==> config.mk <==
export PLATFORM = sky130hd
export DESIGN_NAME = stim_sequencer_flat
export DESIGN_NICKNAME = d
export VERILOG_FILES = /design/src/rtl/stim_sequencer_if.sv /design/src/rtl/stim_sequencer.sv /design/src/flat_wrapper.sv
export SDC_FILE = /design/constraint.sdc
export NUM_CORES = 1
export LEC_CHECK = 0
export ABC_AREA = 1
export CORE_MARGIN = 3
export CORE_UTILIZATION = 35
export DETAILED_ROUTE_END_ITERATION = 6
export GPL_ROUTABILITY_DRIVEN = 0
export PLACE_DENSITY_LB_ADDON = 0.05
export REMOVE_ABC_BUFFERS = 1
export SETUP_SLACK_MARGIN = 0.3
export SLEW_MARGIN = 5
export SYNTH_ARGS = -nofsm -noshare
export SYNTH_HDL_FRONTEND = slang
export SYNTH_SLANG_ARGS = --single-unit
==> constraint.sdc <==
create_clock -name clk -period 2.3 [get_ports clk]
set_clock_uncertainty 0.05 [all_clocks]
set_input_delay 0.46 -clock clk [delete_from_list [all_inputs] [get_ports clk]]
set_output_delay 0.46 -clock clk [all_outputs]
set_load 0.03 [all_outputs]
==> src/rtl/stim_sequencer_if.sv <==
// Bundle between the bench/config master and the stimulus sequencer:
// step-table programming, run control, generator settings and probe window.
interface stim_sequencer_if #(
    parameter int NUM_STEPS = 8,
    parameter int CODE_W    = 8,
    parameter int DWELL_W   = 16
);
    localparam int SW = $clog2(NUM_STEPS);

    logic                        cfg_we;
    logic [SW-1:0]               cfg_addr;
    logic [DWELL_W+4*CODE_W-1:0] cfg_data;
    logic [SW:0]                 num_steps;
    logic                        start;
    logic                        abort;
    logic                        busy;
    logic                        gen_en;
    logic [CODE_W-1:0]           amp_code;
    logic [CODE_W-1:0]           freq_code;
    logic [CODE_W-1:0]           damp_code;
    logic [CODE_W-1:0]           phase_code;
    logic                        cap_en;
    logic [SW-1:0]               step_idx;
    logic                        done;

    modport slave (
        input  cfg_we, cfg_addr, cfg_data, num_steps, start, abort,
        output busy, gen_en, amp_code, freq_code, damp_code, phase_code,
               cap_en, step_idx, done
    );

    modport master (
        output cfg_we, cfg_addr, cfg_data, num_steps, start, abort,
        input  busy, gen_en, amp_code, freq_code, damp_code, phase_code,
               cap_en, step_idx, done
    );
endinterface

==> src/rtl/stim_sequencer.sv <==
// Steps a code-controlled sine/damped-sine generator through a programmed table:
// each step settles, opens a probe capture window for its dwell, then idles a gap.
module stim_sequencer #(
    parameter int NUM_STEPS  = 8,
    parameter int CODE_W     = 8,
    parameter int DWELL_W    = 16,
    parameter int SETTLE_CYC = 4,
    parameter int GAP_CYC    = 2
) (
    input  logic             clk,
    input  logic             rst_n,
    stim_sequencer_if.slave  bus
);
    localparam int SW  = $clog2(NUM_STEPS);
    localparam int SW1 = SW + 1;
    localparam int CSW = 4 * CODE_W;
    localparam int EW  = DWELL_W + CSW;

    localparam logic [DWELL_W-1:0] SETTLE_LOAD = DWELL_W'(SETTLE_CYC - 1);
    localparam logic [DWELL_W-1:0] GAP_LOAD    = DWELL_W'(GAP_CYC - 1);
    localparam logic [DWELL_W-1:0] CNT_ONE     = DWELL_W'(1);
    localparam logic [DWELL_W-1:0] CNT_ZERO    = {DWELL_W{1'b0}};
    localparam logic [SW-1:0]      IDX_ONE     = SW'(1);
    localparam logic [SW-1:0]      IDX_ZERO    = {SW{1'b0}};
    localparam logic [SW-1:0]      LAST_MAX    = SW'(NUM_STEPS - 1);
    localparam logic [SW:0]        STEPS_MAX   = SW1'(NUM_STEPS);

    typedef enum logic [2:0] {
        S_IDLE   = 3'd0,
        S_SETTLE = 3'd1,
        S_DWELL  = 3'd2,
        S_GAP    = 3'd3,
        S_FINISH = 3'd4
    } state_t;

    // Dwell counter reload: a zero dwell still gives a one-cycle window.
    function automatic logic [DWELL_W-1:0] dwell_load(input logic [EW-1:0] entry);
        logic [DWELL_W-1:0] d;
        d = entry[EW-1:CSW];
        if (d == CNT_ZERO) begin
            dwell_load = CNT_ZERO;
        end else begin
            dwell_load = d - CNT_ONE;
        end
    endfunction

    state_t             state_q, state_d;
    logic [EW-1:0]      table_q [NUM_STEPS];
    logic [EW-1:0]      table_d [NUM_STEPS];
    logic [DWELL_W-1:0] cnt_q, cnt_d;
    logic [SW-1:0]      step_q, step_d;
    logic [SW-1:0]      last_q, last_d;
    logic [CSW-1:0]     codes_q, codes_d;
    logic               busy_q, busy_d;
    logic               gen_q, gen_d;
    logic               cap_q, cap_d;
    logic               done_q, done_d;
    logic [SW-1:0]      sel_idx_s;
    logic [EW-1:0]      sel_entry_s;

    // Table port: the current step while settling (for its dwell), the next step otherwise.
    always_comb begin
        if (state_q == S_SETTLE) begin
            sel_idx_s = step_q;
        end else if (state_q == S_GAP) begin
            sel_idx_s = step_q + IDX_ONE;
        end else begin
            sel_idx_s = IDX_ZERO;
        end
        sel_entry_s = table_q[sel_idx_s];
    end

    // Table programming, locked out while a sequence runs.
    always_comb begin
        table_d = table_q;
        if (bus.cfg_we && !busy_q) begin
            table_d[bus.cfg_addr] = bus.cfg_data;
        end else begin
            table_d = table_q;
        end
    end

    // Sequencer next-state and registered-output logic.
    always_comb begin
        state_d = state_q;
        cnt_d   = cnt_q;
        step_d  = step_q;
        last_d  = last_q;
        codes_d = codes_q;
        busy_d  = busy_q;
        gen_d   = gen_q;
        cap_d   = cap_q;
        done_d  = 1'b0;
        case (state_q)
            S_IDLE: begin
                if (bus.start && !bus.abort) begin
                    if (bus.num_steps == {SW1{1'b0}}) begin
                        state_d = S_FINISH;
                        done_d  = 1'b1;
                    end else begin
                        last_d  = (bus.num_steps >= STEPS_MAX) ? LAST_MAX
                                                               : (bus.num_steps[SW-1:0] - IDX_ONE);
                        step_d  = IDX_ZERO;
                        codes_d = sel_entry_s[CSW-1:0];
                        busy_d  = 1'b1;
                        gen_d   = 1'b1;
                        cnt_d   = SETTLE_LOAD;
                        state_d = S_SETTLE;
                    end
                end else begin
                    state_d = S_IDLE;
                end
            end
            S_SETTLE: begin
                if (bus.abort) begin
                    state_d = S_IDLE;
                    busy_d  = 1'b0;
                    gen_d   = 1'b0;
                    cap_d   = 1'b0;
                end else if (cnt_q == CNT_ZERO) begin
                    state_d = S_DWELL;
                    cap_d   = 1'b1;
                    cnt_d   = dwell_load(sel_entry_s);
                end else begin
                    cnt_d = cnt_q - CNT_ONE;
                end
            end
            S_DWELL: begin
                if (bus.abort) begin
                    state_d = S_IDLE;
                    busy_d  = 1'b0;
                    gen_d   = 1'b0;
                    cap_d   = 1'b0;
                end else if (cnt_q == CNT_ZERO) begin
                    state_d = S_GAP;
                    gen_d   = 1'b0;
                    cap_d   = 1'b0;
                    cnt_d   = GAP_LOAD;
                end else begin
                    cnt_d = cnt_q - CNT_ONE;
                end
            end
            S_GAP: begin
                if (bus.abort) begin
                    state_d = S_IDLE;
                    busy_d  = 1'b0;
                    gen_d   = 1'b0;
                    cap_d   = 1'b0;
                end else if (cnt_q != CNT_ZERO) begin
                    cnt_d = cnt_q - CNT_ONE;
                end else if (step_q == last_q) begin
                    state_d = S_FINISH;
                    busy_d  = 1'b0;
                    done_d  = 1'b1;
                end else begin
                    step_d  = step_q + IDX_ONE;
                    codes_d = sel_entry_s[CSW-1:0];
                    gen_d   = 1'b1;
                    cnt_d   = SETTLE_LOAD;
                    state_d = S_SETTLE;
                end
            end
            S_FINISH: begin
                state_d = S_IDLE;
            end
            default: begin
                state_d = S_IDLE;
                busy_d  = 1'b0;
                gen_d   = 1'b0;
                cap_d   = 1'b0;
            end
        endcase
    end

    // State, table and output registers.
    always_ff @(posedge clk or negedge rst_n) begin
        if (!rst_n) begin
            state_q <= S_IDLE;
            table_q <= '{default: {EW{1'b0}}};
            cnt_q   <= CNT_ZERO;
            step_q  <= IDX_ZERO;
            last_q  <= IDX_ZERO;
            codes_q <= {CSW{1'b0}};
            busy_q  <= 1'b0;
            gen_q   <= 1'b0;
            cap_q   <= 1'b0;
            done_q  <= 1'b0;
        end else begin
            state_q <= state_d;
            table_q <= table_d;
            cnt_q   <= cnt_d;
            step_q  <= step_d;
            last_q  <= last_d;
            codes_q <= codes_d;
            busy_q  <= busy_d;
            gen_q   <= gen_d;
            cap_q   <= cap_d;
            done_q  <= done_d;
        end
    end

    assign bus.busy       = busy_q;
    assign bus.gen_en     = gen_q;
    assign bus.cap_en     = cap_q;
    assign bus.done       = done_q;
    assign bus.step_idx   = step_q;
    assign bus.amp_code   = codes_q[CODE_W-1:0];
    assign bus.freq_code  = codes_q[2*CODE_W-1:CODE_W];
    assign bus.damp_code  = codes_q[3*CODE_W-1:2*CODE_W];
    assign bus.phase_code = codes_q[4*CODE_W-1:3*CODE_W];
endmodule
==> src/flat_wrapper.sv <==
// flat-port wrapper written by rule: the top's interface ports become plain ports
module stim_sequencer_flat 
#(
    parameter int NUM_STEPS  = 8,
    parameter int CODE_W     = 8,
    parameter int DWELL_W    = 16,
    parameter int SETTLE_CYC = 4,
    parameter int GAP_CYC    = 2
)
  (clk, rst_n, bus_cfg_we, bus_cfg_addr, bus_cfg_data, bus_num_steps, bus_start, bus_abort, bus_busy, bus_gen_en, bus_amp_code, bus_freq_code, bus_damp_code, bus_phase_code, bus_cap_en, bus_step_idx, bus_done);
  stim_sequencer_if #(.NUM_STEPS(NUM_STEPS), .CODE_W(CODE_W), .DWELL_W(DWELL_W)) bus_i ();
  input  logic clk;
  input  logic rst_n;
  input wire logic [$bits(bus_i.cfg_we)-1:0] bus_cfg_we;
  input wire logic [$bits(bus_i.cfg_addr)-1:0] bus_cfg_addr;
  input wire logic [$bits(bus_i.cfg_data)-1:0] bus_cfg_data;
  input wire logic [$bits(bus_i.num_steps)-1:0] bus_num_steps;
  input wire logic [$bits(bus_i.start)-1:0] bus_start;
  input wire logic [$bits(bus_i.abort)-1:0] bus_abort;
  output wire logic [$bits(bus_i.busy)-1:0] bus_busy;
  output wire logic [$bits(bus_i.gen_en)-1:0] bus_gen_en;
  output wire logic [$bits(bus_i.amp_code)-1:0] bus_amp_code;
  output wire logic [$bits(bus_i.freq_code)-1:0] bus_freq_code;
  output wire logic [$bits(bus_i.damp_code)-1:0] bus_damp_code;
  output wire logic [$bits(bus_i.phase_code)-1:0] bus_phase_code;
  output wire logic [$bits(bus_i.cap_en)-1:0] bus_cap_en;
  output wire logic [$bits(bus_i.step_idx)-1:0] bus_step_idx;
  output wire logic [$bits(bus_i.done)-1:0] bus_done;
  assign bus_i.cfg_we = bus_cfg_we;
  assign bus_i.cfg_addr = bus_cfg_addr;
  assign bus_i.cfg_data = bus_cfg_data;
  assign bus_i.num_steps = bus_num_steps;
  assign bus_i.start = bus_start;
  assign bus_i.abort = bus_abort;
  assign bus_busy = bus_i.busy;
  assign bus_gen_en = bus_i.gen_en;
  assign bus_amp_code = bus_i.amp_code;
  assign bus_freq_code = bus_i.freq_code;
  assign bus_damp_code = bus_i.damp_code;
  assign bus_phase_code = bus_i.phase_code;
  assign bus_cap_en = bus_i.cap_en;
  assign bus_step_idx = bus_i.step_idx;
  assign bus_done = bus_i.done;
  stim_sequencer #(.NUM_STEPS(NUM_STEPS), .CODE_W(CODE_W), .DWELL_W(DWELL_W), .SETTLE_CYC(SETTLE_CYC), .GAP_CYC(GAP_CYC)) u_core (.clk(clk), .rst_n(rst_n), .bus(bus_i));
endmodule
; After elaboration in Yosys (flattened, before gate mapping)
; Cells that the tools add are included.
[word_totals]
reg_bits = 445
latch_bits = 0
mem_bits_rw = 0
romBits = 0
output_inout_bits = 39
mem_count = 0
[classes]
addsub = 4
mul = 0
div = 0
order_cmp = 4
eq_ne = 21
shifts = 0
mux = 64
bitwise = 5
n_reduce_logical = 21
[op_table]
columns = operator, count
row1 = bitwise mux 384 bit, 1
row2 = two-way mux 16 bit, 10
row3 = two-way mux 32 bit, 5
row4 = binary-select mux 48 bit (select 3 bit), 1
row5 = demux 48 bit (select 3 bit), 1
row6 = two-way mux 48 bit, 3
row7 = case mux 16 bit (4 select lines), 1
row8 = case mux 32 bit (2 select lines), 1
row9 = two-way mux 3 bit, 17
row10 = zero test 16 bit, 2
row11 = subtractor 16 x 1 -> 16 bit (second input constant), 2
row12 = two-way mux 1 bit, 18
row13 = inequality test 2 bit (second input constant), 8
row14 = nonzero test 16 bit, 1
row15 = inequality test 3 bit (second input constant), 5
row16 = AND reduction 7 bit, 2
row17 = greater-or-equal comparator 4 bit (second input constant), 3
row18 = case mux 3 bit (4 select lines), 1
row19 = AND reduction 6 bit, 2
row20 = NOT 3 -> 4 bit, 2
row21 = case mux 1 bit (4 select lines), 2
row22 = == test 3 x 2 -> 1 bit (second input constant), 2
row23 = case mux 3 bit (2 select lines), 1
row24 = AND reduction 3 bit, 2
row25 = other kinds (19), 26

; Depth between registers and ports, before layout
; Gate-level depths: netlist of the first run.
[depth]
ltp_word = 12
depth_mapped = 21
ltp_nobuf = 20

; Worst setup path after synthesis of the first run
; OpenSTA, ideal clock, no wires.
[synth_path]
path_type = register -> register
startpoint = reg u_core.step_q[0] (netlist: u_core.bus.step_idx[0])
endpoint = reg u_core.cnt_q[12]
setup_time_ns = 0.116
arrival_ns = 2.488
t_required_ns = 2.134
path_slack_ns = -0.354
path_stages_with_launch = 20
path_buffers = 1
path_cell_list = dfrtp_1 ha_1 inv_1 nand2_1 nand2_1 nand2_1 o21ai_4 inv_2 buf_4 nand3_1 nand2_2 ha_1 nand3_1 inv_1 nand2_1 nor2_1 xor2_1 o21ai_1 nand2_1 nand2_1
[synth_via]
elab_chain_len = 12
elab_cells_between_ends = 16
cone_classes = 2 x add/sub / 2 x eq/ne / 9 x mux / 1 x bitwise / 2 x reduce/logical
[synth_lines]
columns = element, line
row1 = start: declaration, stim_sequencer.sv:51  ; logic [SW-1:0] step_q, step_d;
row2 = start signal: assignment, stim_sequencer.sv:192  ; step_q <= step_d;
row3 = adder 3 x 1 -> 3 bit, stim_sequencer.sv:66  ; sel_idx_s = step_q + IDX_ONE;
row4 = two-way mux 3 bit, stim_sequencer.sv:65  ; end else if (state_q == S_GAP) begin
row5 = two-way mux 3 bit, stim_sequencer.sv:63  ; if (state_q == S_SETTLE) begin
row6 = NOT 3 -> 4 bit (not written as such), stim_sequencer.sv:70  ; sel_entry_s = table_q[sel_idx_s];
row7 = binary-select mux 48 bit (select 3 bit), stim_sequencer.sv:70
row8 = two-way mux 48 bit (not written as such) (2 in a row), stim_sequencer.sv:70
row9 = subtractor 16 x 1 -> 16 bit or zero test 16 bit (tied branches), "stim_sequencer.sv:43, stim_sequencer.sv:40"
row10 = two-way mux 16 bit, stim_sequencer.sv:40  ; if (d == CNT_ZERO) begin
row11 = two-way mux 16 bit, stim_sequencer.sv:120  ; end else if (cnt_q == CNT_ZERO) begin
row12 = two-way mux 16 bit, stim_sequencer.sv:115  ; if (bus.abort) begin
row13 = case mux 16 bit (4 select lines), stim_sequencer.sv:94  ; case (state_q)
row14 = end signal: assignment, stim_sequencer.sv:191  ; cnt_q <= cnt_d;
row15 = end: declaration, stim_sequencer.sv:50  ; logic [DWELL_W-1:0] cnt_q, cnt_d;
; Parallel ways exist; a longest one is shown, timed or not. The select of a mux whose other input is x is not followed.
; A chain may end at the register's enable or synchronous reset.

; Worst setup path in the final report of the first run
[layout_path]
startpoint = reg u_core.cnt_q[0]
endpoint = reg u_core.codes_q[8]
[layout_via]
elab_chain_len = 3
[layout_lines]
columns = element, line
row1 = nonzero test 16 bit, stim_sequencer.sv:149  ; end else if (cnt_q != CNT_ZERO) begin
row2 = inequality test 2 bit (no line), --
row3 = AND reduction 6 bit (no line), --
row4 = end signal: assignment, stim_sequencer.sv:183  ; codes_q <= {CSW{1'b0}};
row5 = end signal: assignment, stim_sequencer.sv:194  ; codes_q <= codes_d;
row6 = end: declaration, stim_sequencer.sv:53  ; logic [CSW-1:0] codes_q, codes_d;
; No other way between the ends.

==> flow_metrics.py, run 1 <==
metrics = {
    "yosys": {
        "yosys.area.top_type": "dfrtp_1",
        "synth_largest_type_area_fraction_pct": 52.6,
        "synth_area_mm2": 0.0212,
        "synth_sequential_area_ratio_pct": 52.6,
        "synth_seq_cells": 445,
        "synthesized_netlist_cell_count": 2619,
        "yosys_warnings": 0,
        "synth_area_leaders": "dfrtp_1 53%, o21ai_0 13%, nand2_1 12%, inv_1 4.3%, nand3_1 3.3%",
        "synth.avg_cell_area_um2": 8.09,
        "synth.lib_cells_used.distinct": 39,
    },
    "floorplan": {
        "floorplan.die.height_um": 252,
        "coreArea_mm2": 0.0595,
        "initial_utilization_pct": 35.6,
        "placementRows": 89,
        "die_wd_um": 252,
        "io_pins": 99,
        "fp.dieArea_mm2": 0.0635,
    },
    "route": {
        "route.detailed.vias_per_inst": 5.08,
        "drtPass1Iterations": 5,
        "detailedRoute.firstIterationViolations": 1287,
        "num_vias": 18800,
        "routed_met1_length_um": 32700,
        "drt_drc_violations_left": 0,
        "antenna_left": 0,
        "drt_wl_total_um": 70900,
        "route.met3.wl_um": 2940,
        "dr_wl_met2_um": 33100,
        "highest_signal_layer": "met4",
        "wire_per_inst_um": 19.2,
    },
    "timing": {
        "grt_setup_unrepaired": "yes",
        "slew_headroom_pct": 66.8,
        "final-setup-viol-count": 51,
        "timing.setup.tns_ps": -14320,
        "fin_crit_sh_pct": 114,
        "max_freq_mhz": 381,
        "report.final.slew_viol_count": 0,
        "worst_path_setup_slack_after_routing_ps": -324,
        "finalHoldViolations": 0,
        "tightest_slew_ps": 498,
        "min_period_ps": 2620,
    },
    "power": {
        "power_per_cell_area_mw_per_mm2": 1090,
        "power.ir.vdd_worst_mv": 0.633,
        "cellLeakagePower_nw": 13.7,
    },
    "layout": {
        "layout.filler_cells": 5795,
        "final_cell_area_mm2": 0.0287,
        "areaGrowthSynthToFinish_pct": 35.7,
        "drive_above_1_share_pct": 19.9,
        "finalNetCount": 2949,
    },
    "global_route": {
        "gr-usage-all-layers_pct": 22.0,
        "grt_start_max_net_pins": 76,
        "grt_first_pass_wirelength_um": 109000,
        "number_of_antenna_violations_at_the_first_check_in_global_routing": 1,
        "first_global_vias": 18400,
        "grt_overflow": 0,
    },
    "critical_path": {
        "timing.critical_path.arrival_ps": 3070,
        "critical_path.endpoint_type": "register",
        "crit_path_cell_trace": "inv_2 -> ha_4 -> nand2_4 -> nor3_4 -> inv_2 -> nor4_2 -> buf_4 -> o22ai_4 -> nor4_4 -> buf_4 -> o21ai_4 -> buf_12 -> buf_6 -> buf_16 -> nand2_2 -> o21ai_1",
        "start_kind": "register",
        "worstSetupPathType": "register to register",
        "worst-endpoint-required_ps": 2750,
        "cpMaxStageDelayCell": "dfrtp_1",
        "worst-path-max-fanout": 8,
        "worst_path_largest_cell_delay_ps": 390,
    },
    "cts": {
        "worstSkewPairLatency_ps": 620,
        "max-clock-path-buffers": 3,
        "clock_tree_from_tritoncts": "yes",
        "numCtsBuffers": 53,
        "clk_transition_reported_paths_ps": 60,
        "cts_htree_levels": 2,
        "cts-root-buf": "clkbuf_16",
        "sinks_on_clock_net": 445,
    },
    "place": {
        "dp_hpwl_um": 41300,
        "place.port_buffers": 98,
        "post_place_instance_area_mm2": 0.0245,
    },
    "run_status": {
        "status": "finished with violations",
        "violated_checks": "negative setup slack",
    },
    "flow_run": {
        "cap_violations": 0,
    },
    "worst_hold_path": {
        "worstHoldPathType": "input port to asynchronous set/reset pin",
    },
}
==> stage by stage <==
| stage | util [%] | instances | setup WS, ps | total power [W] | hold WS [ps] |
|---|---|---|---|---|---|
| finish | 48.3 | 3699 | -324 | 0.0315 | 311 |
| CTS | 46.7 | 3661 | -316 | 0.0311 | 294 |
| floorplan | - | 2451 | -3180 | 0.0172 | 114 |
| detailed placement | 41.1 | 3508 | -451 | 0.0205 | 360 |
| global placement | 41.1 | 3508 | -420 | 0.0204 | 365 |
| global route | 48.3 | 3698 | -517 | 0.0335 | 327 |
==> synthesized netlist by cell type <==
master	n
nand2_1	667
o21ai_0	551
dfrtp_1	445
inv_1	244
nand3_1	139
nor2_1	123
clkbuf_1	112
a21oi_1	69
o211ai_1	64
nand3b_1	46
buf_2	27
xor2_1	18
buf_1	15
o21ai_1	12
nand2_2	9
buf_6	8
xnor2_1	8
nor3_1	7
buf_4	6
nor2_2	6
ha_1	5
nand4_1	5
nor2_4	4
a22oi_1	3
a31oi_1	3
inv_2	3
nor4_1	3
nand2_4	2
nand3_2	2
nor4_2	2
o21ai_2	2
o22ai_1	2
a22o_1	1
clkinv_1	1
nand3_4	1
nor3_2	1
o21ai_4	1
o21bai_1	1
o221ai_1	1
==> critical path: cells and delay by family (launching register included) <==
| family | cells | cell delay, ps |
|---|---|---|
| flops | 1 | 390 |
| compound gates | 3 | 240 |
| fa+ha+maj | 1 | 150 |
| simple gates | 5 | 670 |
| buf+inv | 7 | 990 |
==> cells in the final DEF (no fill, tap or decap), types with 37 or more instances in the layout <==
master             n
a21oi_1           68
buf_12            58
buf_4            150
buf_6             43
clkbuf_16         60
clkdlybuf4s50_1   58
dfrtp_1          442
inv_1            234
nand2_1          610
nand2_2           39
nand3_1           98
nand3_2           37
nand3b_1          46
nor2_1           102
o211ai_1          64
o21ai_0          513
==> repair_timing <==
item | 4_1_cts | 5_1_grt
resized for setup | 261 | 133
pin swaps | 30 | 71
gates cloned | 16 | 9
hold endpoints to repair | 38 | 0
endpoints found under the setup margin | 97 | 61
setup buffers | 40 | 28
hold buffers | 1 | 0
==> cell families (layout without fill, tap and decap cells) <==
family | count (synthesis) | after routing | share of synthesized area [%]
flip-flops | 445 | 445 | 52.6
XOR/XNOR | 26 | 26 | 1.07
AND/OR/NAND/NOR | 1017 | 1022 | 20.4
other | 0 | 1 | 0
AO/OA/AOI/OAI | 710 | 710 | 17.7
adder cells (fa/ha/maj) | 5 | 5 | 0.295
buffers and inverters | 416 | 717 | 7.92
==> state kept, by name, summed over array words and instances (netlist names) <==
register             cells
u_core.bus.gen_en        1
u_core.cnt_q            16
u_core.bus.step_idx      3
u_core.state_q           3
u_core.bus.done          1
u_core.bus.cap_en        1
u_core.last_q            3
u_core.codes_q          32
u_core.bus.busy          1
u_core.table_q         384
==> power by group <==
part,internal [W],leakage (nW),switching [W]
sequential,0.0109,5.58,0.00146
combinational,0.00425,7.14,0.00555
clock,0.00577,0.958,0.00354
==> final cells by class <==
cell class / count / area [um2] / share of cell area [%]
Antenna cell: 1 / 2.50 / 0.00871
Clock inverter: 20 / 375 / 1.31
Tap cell: 773 / 967 / 3.36
Clock buffer: 76 / 1570 / 5.47
Multi-Input combinational cell: 1763 / 9420 / 32.8
Sequential cell: 445 / 11100 / 38.8
Timing Repair Buffer: 373 / 4300 / 15.0
Inverter: 248 / 965 / 3.36
==> final timing paths <==
kind / depth (start not counted) / endpoint / start / slack [ps]
worst min register to register: 2 / u_core.table_q[85]$_DFFE_PN0P_ / u_core.table_q[85]$_DFFE_PN0P_ / 430
worst max register to register: 16 / u_core.codes_q[8]$_DFFE_PN0P_ / u_core.cnt_q[0]$_DFFE_PN0P_ / -320
min in group clk: 2 / u_core.table_q[85]$_DFFE_PN0P_ / u_core.table_q[85]$_DFFE_PN0P_ / 430
worst max-delay path: 16 / u_core.codes_q[8]$_DFFE_PN0P_ / u_core.cnt_q[0]$_DFFE_PN0P_ / -320
worst min-delay path: 2 / u_core.codes_q[8]$_DFFE_PN0P_ / rst_n / 310
max in group asynchronous: 4 / u_core.codes_q[1]$_DFFE_PN0P_ / rst_n / 1060
==> per-layer routing <==
layer  vias to the layer above  GRT usage, %
met3                       106          2.90
li1                       9095             -
met2                       399          36.0
met1                      9204          30.7
met4                         0          6.56
met5                         -             0
Power figures use the tool's default switching activity.
==> run 2, diff against run 1 <==
--- a/config.mk
+++ b/config.mk
@@ -8,6 +8,7 @@
 export ABC_AREA = 1
 export CORE_MARGIN = 3
 export CORE_UTILIZATION = 35
+export CTS_BUF_LIST = sky130_fd_sc_hd__clkbuf_8
 export DETAILED_ROUTE_END_ITERATION = 6
 export GPL_ROUTABILITY_DRIVEN = 0
 export PLACE_DENSITY_LB_ADDON = 0.05
==> constraint.sdc (replaced) <==
create_clock -name clk -period 3.1 [get_ports clk]
set_clock_uncertainty 0.05 [all_clocks]
set_input_delay 0.62 -clock clk [delete_from_list [all_inputs] [get_ports clk]]
set_output_delay 0.62 -clock clk [all_outputs]
set_load 0.03 [all_outputs]
==> flow_metrics.py, run 2 (synthesized netlist as in run 1, its figures left out) <==
metrics = {
    "critical_path": {
        "start_kind": "register",
        "r2r_end": "u_core.cnt_q[1]$_DFFE_PN0P_",
        "ff2ff_path_depth": 19,
        "crit_path_cell_trace": "nand2_2 -> nor2_4 -> nand2_8 -> nand2_8 -> buf_12 -> clkbuf_16 -> nand2_1 -> nand3_1 -> nand2_1 -> nand2_1 -> nand2_2 -> nor2_4 -> nand2_2 -> nor2_2 -> nand2_2 -> nand2_1 -> nand2_1 -> nand3_1 -> a22oi_1",
        "worst_path_largest_cell_delay_ps": 460,
        "r2r_slack_ps": 390,
        "worst-endpoint-required_ps": 3570,
        "worst-path-max-fanout": 10,
        "cpMostUsedCell": "nand2_1",
        "cpMaxStageDelayCell": "dfrtp_2",
        "critical_path.endpoint_type": "register",
        "worstSetupPathType": "register to register",
        "critical_path_buf_inv_count": 2,
        "crit_path_start": "u_core.state_q[0]$_DFFE_PN0P_",
        "path_delay_family": "simple AND/OR/NAND/NOR gates",
        "timing.critical_path.arrival_ps": 3180,
        "timing.rr.start": "u_core.state_q[0]$_DFFE_PN0P_",
    },
    "route": {
        "route.detailed.vias_per_inst": 5.03,
        "wire_per_inst_um": 18.4,
        "antenna_left": 0,
        "num_vias": 18000,
        "drt_drc_violations_left": 0,
        "drt_wl_total_um": 66000,
        "detailedRoute.firstIterationViolations": 1275,
        "drtPass1Iterations": 5,
    },
    "global_route": {
        "first_global_vias": 18000,
        "grt_start_max_net_pins": 97,
        "grt_first_pass_wirelength_um": 103000,
        "gr-usage-all-layers_pct": 20.5,
        "grt_overflow": 0,
        "number_of_antenna_violations_at_the_first_check_in_global_routing": 1,
    },
    "power": {
        "design_power_total_w": 0.0209,
        "power_per_cell_area_mw_per_mm2": 804,
        "cellLeakagePower_nw": 12.3,
        "power.ir.vdd_worst_mv": 0.431,
    },
    "floorplan": {
        "coreArea_mm2": 0.0595,
        "placementRows": 89,
        "fp.dieArea_mm2": 0.0635,
        "floorplan.die.height_um": 252,
        "initial_utilization_pct": 35.6,
        "die_wd_um": 252,
        "io_pins": 99,
    },
    "place": {
        "place.port_buffers": 98,
        "dp_hpwl_um": 37200,
        "placement.setup.worst_slack_ps": 227,
        "dp_cells": 3390,
    },
    "cts": {
        "clock_tree_from_tritoncts": "yes",
        "numCtsBuffers": 86,
        "cts_htree_levels": 3,
        "worstSkewPairLatency_ps": 680,
        "cts-root-buf": "clkbuf_8",
        "sinks_on_clock_net": 445,
        "clk_transition_reported_paths_ps": 60,
        "max-clock-path-buffers": 3,
    },
    "layout": {
        "layout.cells.non_filler": 3585,
        "areaGrowthSynthToFinish_pct": 22.6,
        "drive_above_1_share_pct": 11.2,
        "registers.top_by_ff_count": "u_core.table_q",
        "layout.cells.most_common_list": "648 x nand2_1, 551 x o21ai_0, 441 x dfrtp_1",
        "largest_register_ffs": 384,
        "finalNetCount": 2811,
        "layout.filler_cells": 6038,
        "reg.largest.list": "u_core.table_q x384, u_core.codes_q x32, u_core.cnt_q x16",
        "final_common_cell": "nand2_1",
    },
    "timing": {
        "final.hold.worst_slack_ps": 388,
        "worst_path_setup_slack_after_routing_ps": 392,
        "min_period_ps": 2710,
        "final-setup-viol-count": 0,
        "tightest_slew_ps": 731,
        "slew_headroom_pct": 51.2,
        "max_freq_mhz": 369,
        "fin_crit_sh_pct": 87.3,
        "finalHoldViolations": 0,
        "report.final.slew_viol_count": 0,
        "grt_setup_unrepaired": "yes",
        "timing.setup.tns_ps": 0,
    },
    "run_status": {
        "status": "finished clean",
    },
    "flow_run": {
        "cap_violations": 0,
    },
    "worst_hold_path": {
        "worstHoldPathType": "input port to asynchronous set/reset pin",
    },
}
-- run 2: changes by cell type in the layout (fill, tap and decap cells not counted), sizes merged --
cell / change
clkdlybuf4s50: +39
dlygate4sd2: -35
clkinv: -1
bufinv: -7
clkbuf: +33
clkdlybuf4s15: -2
inv: +31
nand2: -2
buf: -170
-- run 2: worst max-delay path by stage --
stage / depth (start not counted) / to
after detailed placement: 17 / u_core.cnt_q[14]$_DFFE_PN0P_
after global routing: 21 / u_core.cnt_q[13]$_DFFE_PN0P_
after CTS: 17 / u_core.cnt_q[10]$_DFFE_PN0P_
after global placement: 14 / u_core.cnt_q[12]$_DFFE_PN0P_
after floorplan: 5 / u_core.table_q[130]$_DFFE_PN0P_
final: 19 / u_core.cnt_q[1]$_DFFE_PN0P_
-- run 2: metrics by stage --
step,instance area (um2),utilization (%)
finish,26000,43.7
global route,26000,43.7
CTS,25400,42.7
detailed placement,23400,39.3
global placement,23400,39.3
floorplan,20400,-
-- run 2: per-layer routing --
layer / routed length, um / global-route usage [%] / part of all wire [%]
met1: 31200 / 28.5 / 47
met2: 30500 / 33.7 / 46
met3: 2760 / 3.26 / 4.2
met4: 1550 / 5.19 / 2.3
met5: 0 / 0 / 0
-- run 2: repair_timing --
item | 4_1_cts | 5_1_grt
hold buffers | 1 | 0
endpoints found under the hold margin | 22 | 0
pin swaps | 4 | 28
resized for setup | 14 | 57
gates cloned | 4 | 9
buffers inserted | 5 | 22
endpoints found under the setup margin | 12 | 51
-- run 2: area by class of cell --
| cell class | instances | area (um2) | area share (%) |
|---|---|---|---|
| tap | 773 | 967 | 3.72 |
| sequential | 445 | 11100 | 42.9 |
| antenna | 1 | 2.50 | 0.00963 |
| inverter | 248 | 943 | 3.63 |
| clock buffer | 110 | 1510 | 5.83 |
| clock inverter | 43 | 275 | 1.06 |
| timing repair buffer | 204 | 2390 | 9.19 |
| multi-input combinational | 1761 | 8740 | 33.7 |
-- run 2: power breakdown --
| group | leakage [nW] | total [W] | switching (W) | internal, W |
|---|---|---|---|---|
| logic | 5.68 | 0.00575 | 0.00342 | 0.00233 |
| registers | 5.58 | 0.00911 | 0.00103 | 0.00808 |
| clock network | 1.02 | 0.00602 | 0.00265 | 0.00337 |
-- run 2: worst register-to-register path, stage by stage, from the launching register on --
cell and delay, ps:
dfrtp_2 460, nand2_2 90, nor2_4 240, nand2_8 160
nand2_8 170, buf_12 130, clkbuf_16 140, nand2_1 50
nand3_1 80, nand2_1 60, nand2_1 70, nand2_2 100
nor2_4 140, nand2_2 100, nor2_2 130, nand2_2 90
nand2_1 120, nand2_1 70, nand3_1 80, a22oi_1 70
==> run 3, diff against run 2 <==
--- a/config.mk
+++ b/config.mk
@@ -6,9 +6,8 @@
 export NUM_CORES = 1
 export LEC_CHECK = 0
 export ABC_AREA = 1
-export CORE_MARGIN = 3
 export CORE_UTILIZATION = 35
-export CTS_BUF_LIST = sky130_fd_sc_hd__clkbuf_8
+export CTS_BUF_LIST = sky130_fd_sc_hd__clkbuf_16
 export DETAILED_ROUTE_END_ITERATION = 6
 export GPL_ROUTABILITY_DRIVEN = 0
 export PLACE_DENSITY_LB_ADDON = 0.05
==> flow_metrics.py, run 3 (synthesized netlist as in run 1, its figures left out) <==
metrics = {
    "run_status": {
        "status": "finished clean",
    },
    "timing": {
        "grt_setup_unrepaired": "yes",
        "fin_crit_sh_pct": 85.5,
        "tightest_slew_ps": 663,
        "min_period_ps": 2650,
        "report.final.slew_viol_count": 0,
        "slew_headroom_pct": 55.6,
        "final-setup-viol-count": 0,
        "max_freq_mhz": 377,
        "finalHoldViolations": 0,
    },
    "route": {
        "drtPass1Iterations": 7,
        "num_vias": 17900,
        "drt_drc_violations_left": 0,
        "route.detailed.vias_per_inst": 5.08,
        "drt_wl_total_um": 65000,
        "antenna_left": 0,
        "wire_per_inst_um": 18.5,
        "detailedRoute.firstIterationViolations": 1277,
    },
    "floorplan": {
        "fp.dieArea_mm2": 0.0615,
        "floorplan.die.height_um": 248,
        "io_pins": 99,
        "initial_utilization_pct": 35.6,
        "placementRows": 89,
        "coreArea_mm2": 0.0595,
        "die_wd_um": 248,
    },
    "global_route": {
        "number_of_antenna_violations_at_the_first_check_in_global_routing": 1,
        "grt_overflow": 0,
        "grt_start_max_net_pins": 97,
        "gr-usage-all-layers_pct": 20.9,
        "first_global_vias": 17400,
        "grt_first_pass_wirelength_um": 100000,
    },
    "critical_path": {
        "worstSetupPathType": "register to register",
        "crit_path_cell_trace": "nand2_2 -> nor2_4 -> buf_12 -> nand2_8 -> nand2_8 -> clkbuf_16 -> nand2_1 -> nand3_1 -> nand3_1 -> nand2_2 -> buf_4 -> nand2_1 -> nor2_2 -> buf_4 -> nand2_1 -> nor2_2 -> xor2_1 -> o21ai_1 -> nand2_1 -> nand2_1",
        "critical_path.endpoint_type": "register",
        "path_delay_family": "simple AND/OR/NAND/NOR gates",
        "start_kind": "register",
        "cpMaxStageDelayCell": "dfrtp_2",
        "worst_path_largest_cell_delay_ps": 420,
        "worst-path-max-fanout": 5,
        "cpMostUsedCell": "nand2_1",
        "worst-endpoint-required_ps": 3540,
        "critical_path_buf_inv_count": 4,
        "timing.critical_path.arrival_ps": 3090,
    },
    "worst_hold_path": {
        "worstHoldPathType": "register to register",
    },
    "power": {
        "power.ir.vdd_worst_mv": 0.417,
        "design_power_total_w": 0.0206,
        "cellLeakagePower_nw": 12.1,
        "power_per_cell_area_mw_per_mm2": 802,
    },
    "layout": {
        "area.sequential_mm2": 0.0111,
        "largest_register_ffs": 384,
        "drive_above_1_share_pct": 8.49,
        "reg.largest.list": "u_core.table_q x384, u_core.codes_q x32, u_core.cnt_q x16",
        "finalNetCount": 2770,
        "final_common_cell": "nand2_1",
        "layout.cells.most_common_list": "655 x nand2_1, 551 x o21ai_0, 441 x dfrtp_1",
        "antennaDiodeCount": 0,
        "final_cell_area_mm2": 0.0257,
        "layout.cells.non_filler": 3519,
        "registers.top_by_ff_count": "u_core.table_q",
        "multiInputGateArea_mm2": 0.00867,
        "layout.filler_cells": 6016,
        "areaGrowthSynthToFinish_pct": 21.1,
    },
    "cts": {
        "cts-root-buf": "clkbuf_16",
        "clk_transition_reported_paths_ps": 60,
        "sinks_on_clock_net": 445,
        "worstSkewPairLatency_ps": 600,
        "max-clock-path-buffers": 3,
        "cts_htree_levels": 2,
        "numCtsBuffers": 52,
        "clock_tree_from_tritoncts": "yes",
    },
    "place": {
        "dp_cells": 3385,
        "dp_hpwl_um": 36500,
        "post_place_instance_area_mm2": 0.0233,
        "place.port_buffers": 98,
    },
    "flow_run": {
        "cap_violations": 0,
    },
}
run 3: cell types whose count changed in the layout (fill, tap and decap cells not counted), sizes merged:
cell,delta
buf,-12
bufbuf,+1
bufinv,+1
clkbuf,-56
clkinv,+14
clkinvlp,-1
diode,-1
inv,-14
nand2,+2
run 3: where the power goes:
group	switching [W]	internal [W]	total, W
Sequential	0.00101	0.00807	0.00909
Clock	0.00250	0.00328	0.00577
Combinational	0.00342	0.00231	0.00572
run 3: worst min-delay path: cells and delay by family, from the launching register on:
family	cells	cell delay [ps]
DFF	1	330
and+or+nand+nor	1	50
AOI/OAI and AO/OA	1	60
run 3: layout make-up:
class,instances,share of cell area (%)
flip-flops and latches,445,43.4
clock buffers,52,5.07
well taps,773,3.77
clock inverters,43,1.07
inverters,248,3.67
multi-input cells,1763,33.8
repair buffers,195,9.23
run 3: per-stage QoR:
stage | hold WS [ps] | utilization (%) | setup slack [ps] | setup TNS [ps]
after global placement | 408 | 39.2 | 205 | 0
after detailed placement | 415 | 39.2 | 245 | 0
final | 424 | 43.2 | 449 | 0
after floorplan | 274 | - | -2420 | -316750
after CTS | 429 | 42.1 | 304 | 0
after global routing | 443 | 43.2 | 242 | 0
run 3: path summary, 6_finish.rpt:
check / from / endpoint / slack [ps] / depth (start not counted)
worst min-delay path: u_core.table_q[84]$_DFFE_PN0P_ / u_core.table_q[84]$_DFFE_PN0P_ / 420 / 2
worst max register to register: u_core.state_q[0]$_DFFE_PN0P_ / u_core.cnt_q[12]$_DFFE_PN0P_ / 450 / 20
worst max-delay path: u_core.state_q[0]$_DFFE_PN0P_ / u_core.cnt_q[12]$_DFFE_PN0P_ / 450 / 20
max in group asynchronous: rst_n / u_core.table_q[97]$_DFFE_PN0P_ / 1510 / 3
worst min register to register: u_core.table_q[84]$_DFFE_PN0P_ / u_core.table_q[84]$_DFFE_PN0P_ / 420 / 2
min in group asynchronous: rst_n / u_core.table_q[198]$_DFFE_PN0P_ / 540 / 2
run 3: per-layer routing:
metal | global-route usage [%] | routed length (um) | up-vias
met5 | 0 | 13 | -
met4 | 6.08 | 1490 | 2
met3 | 2.54 | 2600 | 105
met2 | 33.9 | 29900 | 358
met1 | 29.3 | 31000 | 8695
li1 | - | - | 8734
run 3: what timing repair did:
item,4_1_cts,5_1_grt
setup endpoints to repair,15,51
resized for setup,8,42
setup buffers,2,20
gates cloned,3,13
hold buffers,1,0
pin swaps,2,17
hold endpoints to repair,50,0
